[src/rtl/sort_uart_pkg.sv]
// Shared types and default sizing for the UART-fed sort controller.
package sort_uart_pkg;

    localparam int unsigned N_WORDS_DEF = 8;
    localparam int unsigned W_DEF       = 8;

    typedef enum logic [1:0] {
        IDLE = 2'd0,
        LOAD = 2'd1,
        SORT = 2'd2,
        SEND = 2'd3
    } ctrl_state_t;

endpackage

[src/rtl/sort_tx_streamer.sv]
// Streams elements 0..count-1 of a captured frame to a valid/ready byte sink.
module sort_tx_streamer
    import sort_uart_pkg::*;
#(
    parameter int unsigned N_WORDS = N_WORDS_DEF,
    parameter int unsigned W       = W_DEF
) (
    input  logic                         clk,
    input  logic                         rst,
    input  logic                         start,
    input  logic [$clog2(N_WORDS):0]     count,
    input  logic [N_WORDS*W-1:0]         frame,
    input  logic                         tx_ready,
    output logic [7:0]                   tx_data,
    output logic                         tx_valid,
    output logic                         last_c
);

    localparam int unsigned IW = $clog2(N_WORDS);
    localparam int unsigned CW = IW + 1;

    logic [IW-1:0] idx;
    logic [IW-1:0] idx_nxt;
    logic          valid_nxt;
    logic [7:0]    data_nxt;

    always_ff @(posedge clk) begin
        if (rst) begin
            idx      <= '0;
            tx_valid <= 1'b0;
            tx_data  <= '0;
        end else begin
            idx      <= idx_nxt;
            tx_valid <= valid_nxt;
            tx_data  <= data_nxt;
        end
    end

    // tx_data only moves on start or an accepted handshake, so it holds under backpressure
    always_comb begin
        idx_nxt   = idx;
        valid_nxt = tx_valid;
        data_nxt  = tx_data;
        last_c    = 1'b0;
        if (start) begin
            idx_nxt   = '0;
            valid_nxt = 1'b1;
            data_nxt  = 8'(frame[W-1:0]);
        end else if (tx_valid && tx_ready) begin
            if ({1'b0, idx} == count - CW'(1)) begin
                valid_nxt = 1'b0;
                last_c    = 1'b1;
            end else begin
                idx_nxt  = idx + IW'(1);
                data_nxt = 8'(frame[idx_nxt*W +: W]);
            end
        end
    end

endmodule

[src/rtl/sort_uart_ctrl.sv]
// Collects a UART byte frame, hands it to an external sorter and streams the
// sorted result back out, padding short frames with all-ones elements.
module sort_uart_ctrl
    import sort_uart_pkg::*;
#(
    parameter int unsigned N_WORDS = N_WORDS_DEF,
    parameter int unsigned W       = W_DEF
) (
    input  logic                 clk,
    input  logic                 rst,
    input  logic [7:0]           rx_data,
    input  logic                 rx_valid,
    input  logic                 rx_end,
    output logic                 sort_start,
    output logic [N_WORDS*W-1:0] sort_in,
    input  logic                 sort_done,
    input  logic [N_WORDS*W-1:0] sort_out,
    output logic [7:0]           tx_data,
    output logic                 tx_valid,
    input  logic                 tx_ready,
    output logic                 busy,
    output logic                 overrun
);

    localparam int unsigned IW = $clog2(N_WORDS);
    localparam int unsigned CW = IW + 1;
    localparam int unsigned FW = N_WORDS * W;

    ctrl_state_t   state;
    ctrl_state_t   state_nxt;
    logic [CW-1:0] count;
    logic [CW-1:0] count_nxt;
    logic [CW-1:0] cnt_upd;
    logic [FW-1:0] frame;
    logic [FW-1:0] frame_nxt;
    logic          overrun_nxt;
    logic          sort_start_nxt;
    logic          send_go;
    logic          send_go_nxt;
    logic          busy_nxt;
    logic          tx_last_c;

    assign sort_in = frame;

    always_ff @(posedge clk) begin
        if (rst) begin
            state      <= IDLE;
            count      <= '0;
            frame      <= '0;
            overrun    <= 1'b0;
            sort_start <= 1'b0;
            send_go    <= 1'b0;
            busy       <= 1'b0;
        end else begin
            state      <= state_nxt;
            count      <= count_nxt;
            frame      <= frame_nxt;
            overrun    <= overrun_nxt;
            sort_start <= sort_start_nxt;
            send_go    <= send_go_nxt;
            busy       <= busy_nxt;
        end
    end

    always_comb begin
        state_nxt      = state;
        count_nxt      = count;
        frame_nxt      = frame;
        overrun_nxt    = overrun;
        sort_start_nxt = 1'b0;
        send_go_nxt    = 1'b0;
        cnt_upd        = count;
        case (state)
            IDLE, LOAD: begin
                if (state == IDLE) begin
                    cnt_upd = '0;
                end
                // a coincident byte is stored before the end-of-frame decision
                if (rx_valid) begin
                    frame_nxt[cnt_upd[IW-1:0]*W +: W] = W'(rx_data);
                    cnt_upd = cnt_upd + CW'(1);
                end
                if (state == LOAD || rx_valid) begin
                    state_nxt = LOAD;
                    count_nxt = cnt_upd;
                    if (state == IDLE) begin
                        overrun_nxt = 1'b0;
                    end
                    if (cnt_upd == CW'(N_WORDS)) begin
                        state_nxt      = SORT;
                        sort_start_nxt = 1'b1;
                    end else if (rx_end) begin
                        for (int unsigned i = 0; i < N_WORDS; i++) begin
                            if (CW'(i) >= cnt_upd) begin
                                frame_nxt[i*W +: W] = '1;
                            end
                        end
                        state_nxt      = SORT;
                        sort_start_nxt = 1'b1;
                    end
                end
            end
            SORT: begin
                if (rx_valid) begin
                    overrun_nxt = 1'b1;
                end
                if (sort_done) begin
                    frame_nxt   = sort_out;
                    state_nxt   = SEND;
                    send_go_nxt = 1'b1;
                end
            end
            SEND: begin
                if (rx_valid) begin
                    overrun_nxt = 1'b1;
                end
                if (tx_last_c) begin
                    state_nxt = IDLE;
                    count_nxt = '0;
                end
            end
            default: begin
                state_nxt = IDLE;
                count_nxt = '0;
            end
        endcase
        busy_nxt = (state_nxt != IDLE);
    end

    sort_tx_streamer #(
        .N_WORDS (N_WORDS),
        .W       (W)
    ) u_streamer (
        .clk      (clk),
        .rst      (rst),
        .start    (send_go),
        .count    (count),
        .frame    (frame),
        .tx_ready (tx_ready),
        .tx_data  (tx_data),
        .tx_valid (tx_valid),
        .last_c   (tx_last_c)
    );

endmodule

[config.mk]
export PLATFORM = sky130hd
export DESIGN_NAME = sort_uart_ctrl
export DESIGN_NICKNAME = d
export VERILOG_FILES = /design/src/rtl/sort_uart_pkg.sv /design/src/rtl/sort_tx_streamer.sv /design/src/rtl/sort_uart_ctrl.sv
export SDC_FILE = /design/constraint.sdc
export NUM_CORES = 1
export LEC_CHECK = 0
export BUFFER_PORTS_ARGS = -buffer_cell sky130_fd_sc_hd__buf_2
export CAP_MARGIN = 20
export CELL_PAD_IN_SITES_DETAIL_PLACEMENT = 0
export CELL_PAD_IN_SITES_GLOBAL_PLACEMENT = 1
export CORE_MARGIN = 3
export CORE_UTILIZATION = 42
export CTS_CLUSTER_DIAMETER = 200
export CTS_CLUSTER_SIZE = 30
export DETAILED_ROUTE_END_ITERATION = 7
export PLACE_DENSITY = 0.87
export SETUP_SLACK_MARGIN = 0.3
export SLEW_MARGIN = 30
export SYNTH_ARGS = -nofsm -noshare
export SYNTH_HDL_FRONTEND = slang
export SYNTH_SLANG_ARGS = --single-unit
[constraint.sdc]
create_clock -name clk -period 4 [get_ports clk]
set_input_delay 0.8 -clock clk [delete_from_list [all_inputs] [get_ports clk]]
set_output_delay 0.8 -clock clk [all_outputs]
set_load 0.01 [all_outputs]
==> results_dict.tcl <==
set metrics [dict create \
    power_leakage_nw 2.61 \
    root_buffer "clkbuf_16" \
    grt_remaining_overflow 0 \
    post_route_cells_drive_above_1_share_pct 29.2 \
    maximum_operating_frequency_mhz 309 \
    timing_worst_setup_path_type "flip-flop to flip-flop" \
    synthToLayoutAreaGrowth_pct 20.7 \
    post_cts_hold_buffer_count 0 \
    core-area_mm2 0.0128 \
    drt-initial-drc-count 604 \
    die_height_um 121 \
    synth_top_cells_by_count "92 x nand2_1, 87 x o21ai_0, 86 x dfxtp_1" \
    fin_nets 875 \
    fill_cells 1233 \
    design.die.area_mm2 0.0146 \
    critical_path.slowest_cell "dfxtp_1" \
    initial_core_util_pct 43.3 \
    gp_congestion 0.953 \
    ys_async_sr_fraction_pct 0 \
    multi_input_comb_area_mm2 0.00353 \
    post-cts-setup-buffers 0 \
    endpoint_type_of_the_worst_setup_path "flip-flop" \
    crit_arrival_ns 3.46 \
    hpwlAfterDp_um 15400 \
    setup_viol_count_final 0 \
    cts-buffers-inserted 9 \
    syn_inst 670 \
    path_max_fanout 36 \
    grt.total_usage_pct 28.1 \
    critical_path_required_ns 4.22 \
    synth_seq_cells 86 \
    synthDistinctLibCells 66 \
    min_period_ns 3.23 \
    drt_wl_total_um 20900 \
    grt_start_max_net_pins 40 \
    clk_path_buf_depth 2 \
    worst_setup_path_start_kind "flip-flop" \
    synth_largest_type_area_fraction_pct 31.1 \
    synth_warnings 0 \
    tritoncts "yes" \
    drv.max_cap_violation_count 0 \
    vias 6016 \
    grt_setup_unrepaired "false" \
    nets_in_the_synthesized_netlist 752 \
    synth_enable_flop_cells 0 \
    relSlewSlack_pct 33.6 \
    synth_ff_type "dfxtp_1" \
    ant_nets 0 \
    first_global_vias 5724 \
    synthTopCellsByArea "dfxtp_1 31%, o21ai_0 7.9%, a221oi_2 6.5%" \
    synth.most_common_cell "nand2_1" \
    synthesis.area_per_instance_um2 8.26 \
    placement.io_buffers 153 \
    timing.final.crit_share_pct 80.8 \
    number_of_hold_violations_in_the_final_report 0 \
    worst_pin_slew_ns 0.994 \
    wl_per_cell_um 21.6 \
    cts_num_sinks 86 \
    grt_first_pass_wirelength_um 31800 \
    post-synth-top-area-cell "dfxtp_1" \
    initial_antenna_violation_count 0 \
    firstDrtPassIters 5 \
    fp.dieW_um 121 \
    drc 0 \
    status "completed" \
    critical_path.cell_chain "ha_1 -> buf_4 -> nor2b_1 -> a2111oi_0 -> nor4_1 -> nand4_1 -> o221ai_1" \
    critical_path.max_stage_delay_ns 0.95 \
    post_cts.resized_instances 0 \
    drv_slew 0 \
    pwr_density_cell_mw_per_mm2 378 \
    seq_area_frac_synth_pct 31.1 \
    worst_skew_pair.late_latency_ns 0.35 \
    post_drt_via_cell_ratio 6.20 \
    total_chip_power_mw 2.53 \
    finClkSkew_ns 0.00709 \
    layout.area.seq_mm2 0.00172 \
    fin_setup_tns_ns 0 \
    total_inserted_antenna_cells 0 \
    hp-class "flip-flop to flip-flop" \
    vdd_drop_max_uv 162 \
    clkSlewWorstSetupHoldPaths_ns 0.07 \
    design.portCount 154 \
    synth_area_mm2 0.00554 \
    clock_tree.htree_level_count 3 \
    setup.reg_to_reg.worst_slack_ns 0.77 \
    core.rowCount 41 \
]
## worst max-delay path, delay by kind of cell (launching register included)
kind | cells | cell delay (ns)
buffers and inverters | 1 | 0.35
AND/OR/NAND/NOR | 3 | 0.38
AO/OA/AOI/OAI | 2 | 0.58
flip-flops | 1 | 0.95
adder cells (fa/ha/maj) | 1 | 0.84
## power breakdown
group | total [mW] | internal (mW) | switching [mW]
Clock | 0.823 | 0.441 | 0.382
Sequential | 1.08 | 0.947 | 0.136
Combinational | 0.621 | 0.257 | 0.364
Total | 2.53 | 1.65 | 0.881
## flip-flops by register name, summed over array words and instances, names as in the netlist
name,cells
busy,1
count,4
overrun,1
send_go,1
sort_in,64
sort_start,1
state,2
u_streamer.idx,3
u_streamer.tx_data,8
u_streamer.tx_valid,1
## through the flow
step / util, % / instance area [um^2] / worst slack (ns) / hold WS (ns) / cells
global placement: 49.9 / 6380 / 0.979 / 0.456 / 954
global route: 52.3 / 6680 / 0.600 / 0.515 / 970
floorplan: - / 5540 / 1.57 / 0.479 / 670
CTS: 52.2 / 6660 / 0.850 / 0.490 / 970
detailed placement: 49.9 / 6380 / 0.860 / 0.481 / 954
finish: 52.3 / 6680 / 0.766 / 0.475 / 970
## layout make-up
| type | instances | share of cell area, % |
|---|---|---|
| repair buffers | 166 | 12.9 |
| flip-flops and latches | 86 | 25.8 |
| clock buffers | 10 | 3.58 |
| clock inverters | 6 | 0.693 |
| multi-input cells | 513 | 52.9 |
| inverters | 17 | 0.955 |
| well taps | 172 | 3.22 |
## logic make-up after synthesis
logic type | after synthesis | synth area share [%]
AO/OA/AOI/OAI | 239 | 34.0
flip-flops | 86 | 31.1
XOR/XNOR | 9 | 1.70
buffers and inverters | 71 | 5.63
multiplexers | 25 | 4.52
adder cells (fa/ha/maj) | 4 | 0.904
AND/OR/NAND/NOR | 236 | 22.2
## routing by layer
layer,global-route usage (%),vias up,part of all wire [%]
met2,43.8,312,46
met1,38.0,2850,43
met3,5.33,48,8.3
li1,-,2806,-
met5,0,-,0
met4,11.9,0,3.2
## path summary, 6_finish.rpt
| kind | start | to | depth (start not counted) |
|---|---|---|---|
| worst max register to register | u_streamer.idx[0]$_SDFFE_PP0P_ | u_streamer.tx_data[1]$_SDFFE_PP0P_ | 7 |
| worst min-delay path | overrun$_SDFFE_PP0P_ | overrun$_SDFFE_PP0P_ | 2 |
| worst min register to register | overrun$_SDFFE_PP0P_ | overrun$_SDFFE_PP0P_ | 2 |
| worst max-delay path | u_streamer.idx[0]$_SDFFE_PP0P_ | u_streamer.tx_data[1]$_SDFFE_PP0P_ | 7 |
## cells in the final DEF (no fill, tap or decap), types with 3 or more instances in the layout
master / n
o21ai_0: 87
nor2b_1: 26
and3_1: 24
a221oi_1: 31
clkbuf_16: 9
nand3_1: 5
or3_1: 10
nor2_1: 20
nor3_1: 7
nand3b_1: 8
nor2_2: 4
nand4_1: 10
dfxtp_1: 86
a21oi_1: 11
o21a_4: 3
buf_4: 13
mux2i_1: 25
nand2_1: 92
nor4_1: 9
o221ai_1: 8
o31ai_1: 4
xor2_1: 3
a221oi_2: 24
o21ai_1: 3
o21a_1: 8
a2111oi_0: 16
a211oi_1: 4
ha_1: 4
buf_2: 153
inv_1: 16
a32oi_1: 3
a221o_1: 7
nand2b_1: 12
o211ai_1: 8
xnor2_1: 3
(Power assumes the default switching activity.)
